===== src/rtl/add8_share_arb.sv =====
// Round-robin sequencer time-sharing one external 8-bit approximate adder; accept to rsp_valid takes SETTLE+1 cycles.
// Backpressure: a held response (rsp_valid & !rsp_ready) blocks all new grants until it is consumed.
module add8_share_arb #(
    parameter int NREQ   = 4,
    parameter int IDW    = 2,
    parameter int SETTLE = 1
) (
    input  logic              clk,
    input  logic              rst,
    input  logic [NREQ-1:0]   req_valid,
    output logic [NREQ-1:0]   req_ready,
    input  logic [8*NREQ-1:0] req_a,
    input  logic [8*NREQ-1:0] req_b,
    output logic [7:0]        add_a,
    output logic [7:0]        add_b,
    input  logic [8:0]        add_o,
    output logic              rsp_valid,
    input  logic              rsp_ready,
    output logic [IDW-1:0]    rsp_id,
    output logic [8:0]        rsp_sum,
    output logic              busy,
    output logic [15:0]       op_count
);

    typedef enum logic [1:0] {IDLE, EXEC, RESP} state_t;

    state_t         state;
    logic [IDW-1:0] ptr;
    logic [IDW-1:0] gnt;
    logic           gnt_vld;
    logic [3:0]     settle_cnt;
    logic [7:0]     op_a;
    logic [7:0]     op_b;
    logic [7:0]     sel_a;
    logic [7:0]     sel_b;

    // Lowest requester at or above ptr wins; otherwise wrap to the lowest below ptr.
    always_comb begin
        gnt_vld = 1'b0;
        gnt     = '0;
        for (int i = NREQ - 1; i >= 0; i--) begin
            if (req_valid[i] && (i < int'(ptr))) begin
                gnt_vld = 1'b1;
                gnt     = IDW'(i);
            end
        end
        for (int i = NREQ - 1; i >= 0; i--) begin
            if (req_valid[i] && (i >= int'(ptr))) begin
                gnt_vld = 1'b1;
                gnt     = IDW'(i);
            end
        end
    end

    always_comb begin
        sel_a     = 8'h00;
        sel_b     = 8'h00;
        req_ready = '0;
        for (int i = 0; i < NREQ; i++) begin
            if (gnt == IDW'(i)) begin
                sel_a        = req_a[i*8 +: 8];
                sel_b        = req_b[i*8 +: 8];
                req_ready[i] = (state == IDLE) && gnt_vld;
            end
        end
    end

    assign add_a = op_a;
    assign add_b = op_b;
    assign busy  = (state != IDLE);

    always_ff @(posedge clk or posedge rst) begin
        if (rst) begin
            state      <= IDLE;
            ptr        <= '0;
            settle_cnt <= 4'd0;
            op_a       <= 8'h00;
            op_b       <= 8'h00;
            rsp_valid  <= 1'b0;
            rsp_id     <= '0;
            rsp_sum    <= 9'h000;
            op_count   <= 16'h0000;
        end else begin
            case (state)
                IDLE: begin
                    if (gnt_vld) begin
                        op_a       <= sel_a;
                        op_b       <= sel_b;
                        rsp_id     <= gnt;
                        ptr        <= (int'(gnt) == NREQ - 1) ? '0 : gnt + 1'b1;
                        settle_cnt <= 4'(SETTLE - 1);
                        state      <= EXEC;
                    end
                end
                EXEC: begin
                    if (settle_cnt == 4'd0) begin
                        rsp_sum   <= add_o;
                        rsp_valid <= 1'b1;
                        state     <= RESP;
                    end else begin
                        settle_cnt <= settle_cnt - 1'b1;
                    end
                end
                RESP: begin
                    // The grant for the next operation waits for the following IDLE cycle.
                    if (rsp_ready) begin
                        rsp_valid <= 1'b0;
                        op_count  <= op_count + 1'b1;
                        state     <= IDLE;
                    end
                end
                default: state <= IDLE;
            endcase
        end
    end

endmodule


===== config.mk =====
export PLATFORM = sky130hd
export DESIGN_NAME = add8_share_arb
export DESIGN_NICKNAME = d
export VERILOG_FILES = /design/src/rtl/add8_share_arb.sv
export SDC_FILE = /design/constraint.sdc
export NUM_CORES = 1
export LEC_CHECK = 0
export BUFFER_PORTS_ARGS = -buffer_cell sky130_fd_sc_hd__buf_2
export CORE_ASPECT_RATIO = 0.75
export CORE_MARGIN = 2
export CORE_UTILIZATION = 40
export CTS_BUF_LIST = sky130_fd_sc_hd__clkbuf_8 sky130_fd_sc_hd__clkbuf_16
export CTS_CLUSTER_DIAMETER = 60
export DETAILED_ROUTE_END_ITERATION = 10
export GPL_ROUTABILITY_DRIVEN = 1
export PLACE_DENSITY = 0.7
export SLEW_MARGIN = 20
export SYNTH_ARGS = -nofsm -noshare
export SYNTH_HDL_FRONTEND = slang
export SYNTH_SLANG_ARGS = --single-unit

===== constraint.sdc =====
create_clock -name clk -period 4.35 [get_ports clk]
set_input_delay 0 -clock clk [delete_from_list [all_inputs] [get_ports clk]]
set_output_delay 0 -clock clk [all_outputs]
set_load 0.02 [all_outputs]

==> metrics <==
Layout area overhead=36.6%; post-route minimum period=2.67 ns; CP max stage delay=0.81 ns; Async SR Flop Fraction=100%; Synth Register Bits=52; # Max-Cap Violations=0; Syn Area/Cell=9.21 um^2; Top Ports=129; DR top layer=met4; Avg WL per Cell=14.0 um; Starting Density=41.7%; # DRC=0; CP top delay family=compound AO/OA/AOI/OAI gates; CTS buffer count=5; crit end category=flip-flop; top cells by area, synth=dfrtp_1 (45%), a221oi_2 (7.3%), a21oi_1 (6.1%), nand2_1 (4.8%), nor2_1 (4.8%); syn_nets=397; Final Max Slew Viols=0; status=complete, no violations; later-pin clock latency in the skew report=0.30 ns; Post-CTS Resized=0; WHS Path Cells=5; antenna violations before repair=0; setup TNS=0 ns; Iter 0 DRT Violations=66; Antenna Nets Post-Route=0; Syn Std Cell Area=0.00286 mm^2; die height=77.3 um; Diodes inserted=0; WHS=0.103 ns; clk sinks=52; vias post-DR=2660; post-synthesis sequential area ratio=45.4%; CTS tree=yes; global route overflow=0; final hold violations=0; Yosys Warn Count=0; Cell Chain, Critical Path=nand2b_1, a21o_1, o221ai_1, inv_1, ha_1, o21ai_0, a221oi_2, nor2_1; Die W=102 um; Hold Crit Class=input pin to flip-flop; hold endpoint=add_a[0]; worst flop-to-flop path endpoint=add_b[1]; RSZ-0062 raised after global routing=false; CP max stage cell=ha_1; critical path peak fanout=33; first drt pass iteration count=4; Vias/cell=4.79; DRT met1 WL=3.53 mm; Reg clk slew, reported paths=0.09 ns; CP arrival=2.86 ns; Final nets=542; core box area=0.00686 mm^2; fmax=375 MHz; Mapped Cells=311; vias in the first global route=2581; FP Rows=26; Setup CP Type=flip-flop to flip-flop; H-tree Lvls=2; Synth Flop Type=dfrtp_1; met3 wire len=274 um; skew final=0.00498 ns; top-area cell type share of the netlist area=45.4%; post-CTS setup buffers=0; LEAKAGE=1.97 nW; met2 WL=3.71 mm; area leader, netlist=dfrtp_1; max_slew headroom=35.6%; Reg2Reg Depth=8; global-route wire length before repair=12.3 mm; final worst path period share=61.3%; Yosys cell types=37; Worst Path Buf+Inv=1; Post-synth EDFFs=0; # fillers=639; Hold Crit Start=req_a[8]; setup violators final=0; GRT Overall Usage=19.8%; clock root buffer=clkbuf_8; maximum VDD drop=0.260 mV; IO buf count=128; routability cong.=0.931; layout cells sized above 1=36.8%; Setup crit start kind=flip-flop; Die ar.=0.00786 mm^2; r2r setup slk=1.68 ns; RR Startpoint=ptr[1]; CTS max path bufs=2; Required @ worst endpoint=4.54 ns; PD cells=610 mW/mm^2; Post-DP HPWL=5.31 mm; Total Wirelength=7.77 mm; largest net degree at the start of global routing=53; Worst Tran Pin Value=0.966 ns; total power=2.39 mW
synth_stat cells, types with 3 or more instances:
cell type,number
dfrtp_1,52
nor2_1,37
o21ai_0,22
and2_1,5
buf_2,5
and3_1,4
a221oi_2,14
ha_1,6
a21oi_1,35
xnor2_1,13
clkbuf_1,11
inv_1,22
nand4_1,4
mux2_2,9
buf_6,3
xor2_1,3
nand3_1,9
nand2_1,37
worst max path at each step:
stage / startpoint / slack (ns) / depth (start not counted) / endpoint
final: ptr[1] / 1.68 / 8 / add_b[1]
after global routing: ptr[1] / 1.40 / 7 / add_b[1]
after CTS: ptr[1] / 1.66 / 8 / add_b[1]
after detailed placement: ptr[1] / 1.67 / 8 / add_b[1]
after global placement: ptr[1] / 1.83 / 7 / add_b[0]
after floorplan: ptr[1] / 2.28 / 11 / add_b[0]
report_power, final:
part	switching (mW)	internal, mW
combinational	0.817	0.502
sequential	0.111	0.668
clock	0.161	0.127
total	1.09	1.30
flip-flops by register name, summed over array words and instances (netlist names):
| signal | cells |
|---|---|
| op_count | 16 |
| settle_cnt | 4 |
| add_a | 8 |
| add_b | 8 |
| rsp_sum | 9 |
| rsp_id | 2 |
| ptr | 2 |
| state | 2 |
| rsp_valid | 1 |
metal layers:
metal / vias up / track usage (%)
met5: - / 0
met3: 23 / 3.37
met1: 1222 / 26.5
li1: 1345 / -
met2: 70 / 31.4
met4: 0 / 8.38
cell families (layout without fill, tap and decap cells):
group           count (synthesis)  count (layout)  synth area share, %
flops                          52              52                 45.4
xor+xnor                       16              16                 4.89
buf+inv                        41             187                 6.38
simple gates                  109             109                 17.8
mux                            10              10                 3.89
compound gates                 77              77                 19.0
fa+ha+maj                       6               6                 2.62
final cells by class:
| cell class | count | area, um^2 | area share [%] |
|---|---|---|---|
| sequential | 52 | 1300 | 33.3 |
| tap | 98 | 123 | 3.14 |
| multi-input combinational | 218 | 1380 | 35.3 |
| timing repair buffer | 157 | 926 | 23.7 |
| clock inverter | 2 | 11.3 | 0.288 |
| inverter | 22 | 85.1 | 2.18 |
| clock buffer | 6 | 82.6 | 2.11 |
layout by cell type, fill, tap and decap left out, drive strengths merged, types with 2 or more instances in the layout:
| cell | count |
|---|---|
| nand3 | 9 |
| nor3 | 2 |
| nand4 | 4 |
| dlygate4sd3 | 27 |
| clkbuf | 6 |
| a21oi | 35 |
| and2 | 5 |
| nand2 | 37 |
| a221oi | 16 |
| and3 | 4 |
| or2 | 2 |
| buf | 130 |
| nor2 | 37 |
| o21ai | 22 |
| xor2 | 3 |
| mux2 | 9 |
| inv | 23 |
| ha | 6 |
| xnor2 | 13 |
| dfrtp | 52 |
worst reg2reg max path, cell delays in order, from the launching register on:
cell,delay [ns]
dfrtp_1,0.44
nand2b_1,0.14
a21o_1,0.11
o221ai_1,0.18
inv_1,0.16
ha_1,0.81
o21ai_0,0.33
a221oi_2,0.32
nor2_1,0.08
through the flow:
| step | util, % | setup slack [ns] | cell area (um^2) | std cells |
|---|---|---|---|---|
| detailed placement | 51.6 | 1.67 | 3540 | 520 |
| finish | 57.0 | 1.68 | 3910 | 555 |
| floorplan | - | 2.28 | 2860 | 311 |
| global placement | 51.6 | 1.83 | 3540 | 520 |
| CTS | 56.9 | 1.66 | 3910 | 555 |
| global route | 57.0 | 1.40 | 3910 | 555 |
what timing repair did:
item | CTS | global route
hold buffers | 27 | 0
endpoints found under the setup margin | 0 | 0
hold endpoints to repair | 78 | 0
Power figures use the tool's default switching activity.
